File: config.mk
export PLATFORM = sky130hd
export DESIGN_NAME = piso_serializer
export DESIGN_NICKNAME = d
export VERILOG_FILES = /design/src/rtl/piso_serializer.sv
export SDC_FILE = /design/constraint.sdc
export NUM_CORES = 1
export LEC_CHECK = 0
export BUFFER_PORTS_ARGS = -buffer_cell sky130_fd_sc_hd__buf_2
export CORE_UTILIZATION = 50
export CTS_BUF_LIST = sky130_fd_sc_hd__clkbuf_4 sky130_fd_sc_hd__clkbuf_8
export CTS_CLUSTER_DIAMETER = 120
export DETAILED_ROUTE_END_ITERATION = 8
export GPL_TIMING_DRIVEN = 0
export HOLD_SLACK_MARGIN = 0.06
export PLACE_DENSITY = 0.72
export SLEW_MARGIN = 30
export SYNTH_ARGS = -nofsm -noshare
export SYNTH_HDL_FRONTEND = slang
export SYNTH_SLANG_ARGS = --single-unit
File: constraint.sdc
create_clock -name clk -period 2.2 [get_ports clk]
set_input_delay 0.22 -clock clk [delete_from_list [all_inputs] [get_ports clk]]
set_output_delay 0.22 -clock clk [all_outputs]
set_load 0.005 [all_outputs]
File: src/rtl/piso_serializer.sv
// Parallel-in, serial-out transmitter with a one-deep holding buffer so that
// back-to-back words stream without an idle bit between frames.
module piso_serializer #(
  parameter int unsigned WIDTH     = 8,
  parameter bit          MSB_FIRST = 1'b1
) (
  input  logic             clk,
  input  logic             reset,
  input  logic [WIDTH-1:0] data_in_i,
  input  logic             data_valid_i,
  output logic             data_ready_o,
  input  logic             shift_i,
  output logic             serial_out_o,
  output logic             serial_valid_o,
  output logic             frame_start_o,
  output logic             busy_o,
  output logic             done_o
);

  localparam int unsigned     CntW    = $clog2(WIDTH);
  localparam logic [CntW-1:0] LastCnt = CntW'(WIDTH - 1);

  typedef enum logic {StIdle, StShift} state_e;

  state_e           state_q;
  logic [WIDTH-1:0] hold_q;
  logic             hold_full_q;
  logic [WIDTH-1:0] shift_q;
  logic [CntW-1:0]  bit_cnt_q;
  logic             done_q;
  // Low while in reset and for nothing else; keeps data_ready free of any
  // combinational path from the reset input.
  logic             rdy_q;

  logic             accept;
  logic             consume;
  logic             last_bit;
  logic             xfer;
  logic [WIDTH-1:0] shifted;

  // Handshake and strobe decode from registered state.
  always_comb begin
    accept   = data_valid_i && data_ready_o;
    consume  = (state_q == StShift) && shift_i;
    last_bit = consume && (bit_cnt_q == LastCnt);
    // hold_full_q excludes accept, so accept and xfer never coincide.
    xfer     = hold_full_q && ((state_q == StIdle) || last_bit);
    shifted  = MSB_FIRST ? {shift_q[WIDTH-2:0], 1'b0} : {1'b0, shift_q[WIDTH-1:1]};
  end

  // Buffer, shifter and FSM state, all cleared asynchronously.
  always_ff @(posedge clk or posedge reset) begin
    if (reset) begin
      state_q     <= StIdle;
      hold_q      <= '0;
      hold_full_q <= 1'b0;
      shift_q     <= '0;
      bit_cnt_q   <= '0;
      done_q      <= 1'b0;
      rdy_q       <= 1'b0;
    end else begin
      rdy_q  <= 1'b1;
      done_q <= last_bit;

      if (accept) begin
        hold_q      <= data_in_i;
        hold_full_q <= 1'b1;
      end

      if (xfer) begin
        shift_q     <= hold_q;
        hold_full_q <= 1'b0;
        bit_cnt_q   <= '0;
        state_q     <= StShift;
      end else if (last_bit) begin
        // Nothing queued: drop back to idle with a quiet line.
        shift_q   <= '0;
        bit_cnt_q <= '0;
        state_q   <= StIdle;
      end else if (consume) begin
        shift_q   <= shifted;
        bit_cnt_q <= bit_cnt_q + 1'b1;
      end
    end
  end

  // Outputs come straight from registers.
  always_comb begin
    data_ready_o   = rdy_q && !hold_full_q;
    serial_out_o   = MSB_FIRST ? shift_q[WIDTH-1] : shift_q[0];
    serial_valid_o = (state_q == StShift);
    frame_start_o  = (state_q == StShift) && (bit_cnt_q == '0);
    busy_o         = (state_q == StShift) || hold_full_q;
    done_o         = done_q;
  end

endmodule

==> metrics.yaml <==
status: "finished clean"
fmax_ghz: 0.594
synth_area_um2: 1070
clockBufferDepth: 2
htree_num_levels: 1
layout.nets: 129
portBuffers: 17
grt_pass1_vias: 682
layout_common_cells: "dfrtp_1, buf_2, mux2_2, nor2b_1"
postCtsSetupRepairBufs: 0
antenna_found_initial: 0
endpoint_kind: "primary output"
hp-class: "in -> reg"
holdWs_ps: 127
synthDistinctLibCells: 23
worstHoldEndpoint: "hold_q[3]"
drtIter0Drc: 19
fin_skew_ps: 4.32
regArea_um2: 576
wl_per_cell_um: 13.4
syn-mean-instance-area_um2: 11.8
synthCells: 91
syn_to_final_growth_pct: 14.8
overflow: 0
worst_pin_slew_ps: 800
cp_slowest_cell: "dfrtp_1"
layout_min_cycle_time_ps: 1680
multi_input_area_um2: 450
root_buffer: "clkbuf_4"
tns_ps: 0
synth.area.top_cells: "dfrtp_1, mux2_2, nor2b_1"
hpwl_um: 1290
seq_area_frac_synth_pct: 53.6
start_util_pct: 54.2
num_rows: 16
critPathRequiredTime_ps: 1980
layout-drive-gt1-share_pct: 35.4
cts.sinks: 23
crit_type: "reg -> out"
synth_fp_nets: 106
grt_max_degree: 24
timing.rr.start: "bit_cnt_q[0]"
routed_wl_um: 1870
ios: 18
ys_warn_count: 0
diodes: 0
cp-start-kind: "flop"
yosys.area.top_type: "dfrtp_1"
clock_latency_ps: 310
relSlewSlack_pct: 46.3
critical_path.max_fanout: 10
p_sw_mw: 0.428
pwr-share-clk_pct: 15.5
cp.arrival_ps: 1460
powerDensity_nw_per_um2: 1090
internal_power_mw: 0.916
ir_drop_mv: 0.596
dieArea_um2: 2340
drt-pass1-iter-count: 4
leakagePower_nw: 0.600
hold_viol: 0
globalplace.congestion: 0.766
setup_viol: 0
slew_viol_final: 0
rsz0062_at_grt: "no"
hold_depth: 2
grt_first_pass_wirelength_um: 3060
place_area_um2: 1190
r2r_cells: 5
cts_tree: "yes"
numCtsBuffers: 3
grt_usage_pct: 17.1
switching_share_pct: 31.8
path_cells: "buf_6 > nor2_1 > inv_1 > buf_2"
route.detailed.drc: 0
hold_start: "data_in_i[3]"
yosys_register_bits: 23
worst-r2r-setup-slack_ps: 520
drv_cap: 0
final_common_cell: "dfrtp_1"
final_area_um2: 1230
layout_worst_path_cycle_share_pct: 76.5
num_vias: 770
n_fill_cell: 166
critical_path.max_stage_delay_ps: 410
fin_util_pct: 62.2
comb_power_share_pct: 32.6
die_h_um: 48.4
seqPwrFrac_pct: 51.9
core-area_um2: 1980
synth_top_cell_area_share_pct: 53.6
rr_endpoint: "shift_q[7]"
path_clk_slew_ps: 130
postRouteAntennaNets: 0
die-width_um: 48.4
vias_per_cell: 5.50
## Yosys cell counts
cell,count
o22ai_1,6
nand2_2,1
a21oi_1,6
nor2b_1,8
ha_1,3
nor2b_2,1
a21boi_4,1
nor3b_2,1
nand2_1,5
a311oi_2,1
and3_2,1
buf_6,1
buf_2,3
dfrtp_1,23
o21ai_0,1
or2_2,1
a22oi_1,6
conb_1,1
inv_1,6
a32o_1,3
nor2_1,2
mux2_2,8
mux2i_1,2
## area by class of cell
class                           count  area share, %
Buffer                              4           2.13
Clock buffer                        4           2.43
Inverter                            6           1.83
Multi-Input combinational cell     58           36.5
Sequential cell                    23           46.7
Tap cell                           27           2.74
Timing Repair Buffer               18           7.71
## layer usage
layer	wire length (µm)	up-vias	track usage (%)
met1	882	372	23.0
met5	0	-	0
met2	868	26	27.2
li1	-	368	-
met4	29	0	8.82
met3	93	4	2.20
## per-stage QoR
stage | power [mW] | instances | setup slack (ps)
finish | 1.34 | 140 | 517
global route | 1.43 | 140 | 438
CTS | 1.35 | 139 | 502
detailed placement | 1.14 | 135 | 545
global placement | 1.12 | 135 | 575
floorplan | 1.02 | 91 | 703
## worst max path at each step
| stage | startpoint | endpoint |
|---|---|---|
| 2_1_floorplan | bit_cnt_q[0] | shift_q[0] |
| 3_3_place_gp | bit_cnt_q[0] | shift_q[0] |
| 3_5_place_dp | bit_cnt_q[0] | shift_q[7] |
| 4_1_cts | serial_valid_o | busy_o |
| 5_1_grt | bit_cnt_q[0] | shift_q[7] |
| 6_report | serial_valid_o | busy_o |
## registers in the layout (all words and copies together), names as in the netlist
register and count:
bit_cnt_q 3, done_o 1, hold_full_q 1, hold_q 8
rdy_q 1, serial_valid_o 1, shift_q 8
## timing repair
| action | in CTS | in global routing |
|---|---|---|
| endpoints found under the hold margin | 0 | 23 |
| hold buffers | 0 | 1 |
| resized for setup | 0 | 0 |
## logic make-up (layout without fill, tap and decap cells)
group,count (synthesis),in the layout,share of synthesized area (%)
buffers and inverters,10,32,4.54
and+or+nand+nor,20,20,10.9
DFF,23,23,53.6
adders and majority gates,3,3,3.49
muxes,10,10,10.2
AOI/OAI and AO/OA,24,24,16.9
other,1,1,0.349
## power by group through the flow
stage	registers, mW	clock network [mW]	logic [mW]
finish	0.697	0.209	0.438
floorplan	0.674	0	0.349
CTS	0.694	0.213	0.443
global route	0.716	0.228	0.484
detailed placement	0.704	0	0.441
global placement	0.696	0	0.420
## worst max-delay path, delay by kind of cell, from the launching register on
kind	cells	cell delay, ps
DFF	1	410
and+or+nand+nor	1	380
buffers and inverters	3	360
No activity file was read; power rests on OpenSTA's default activity.
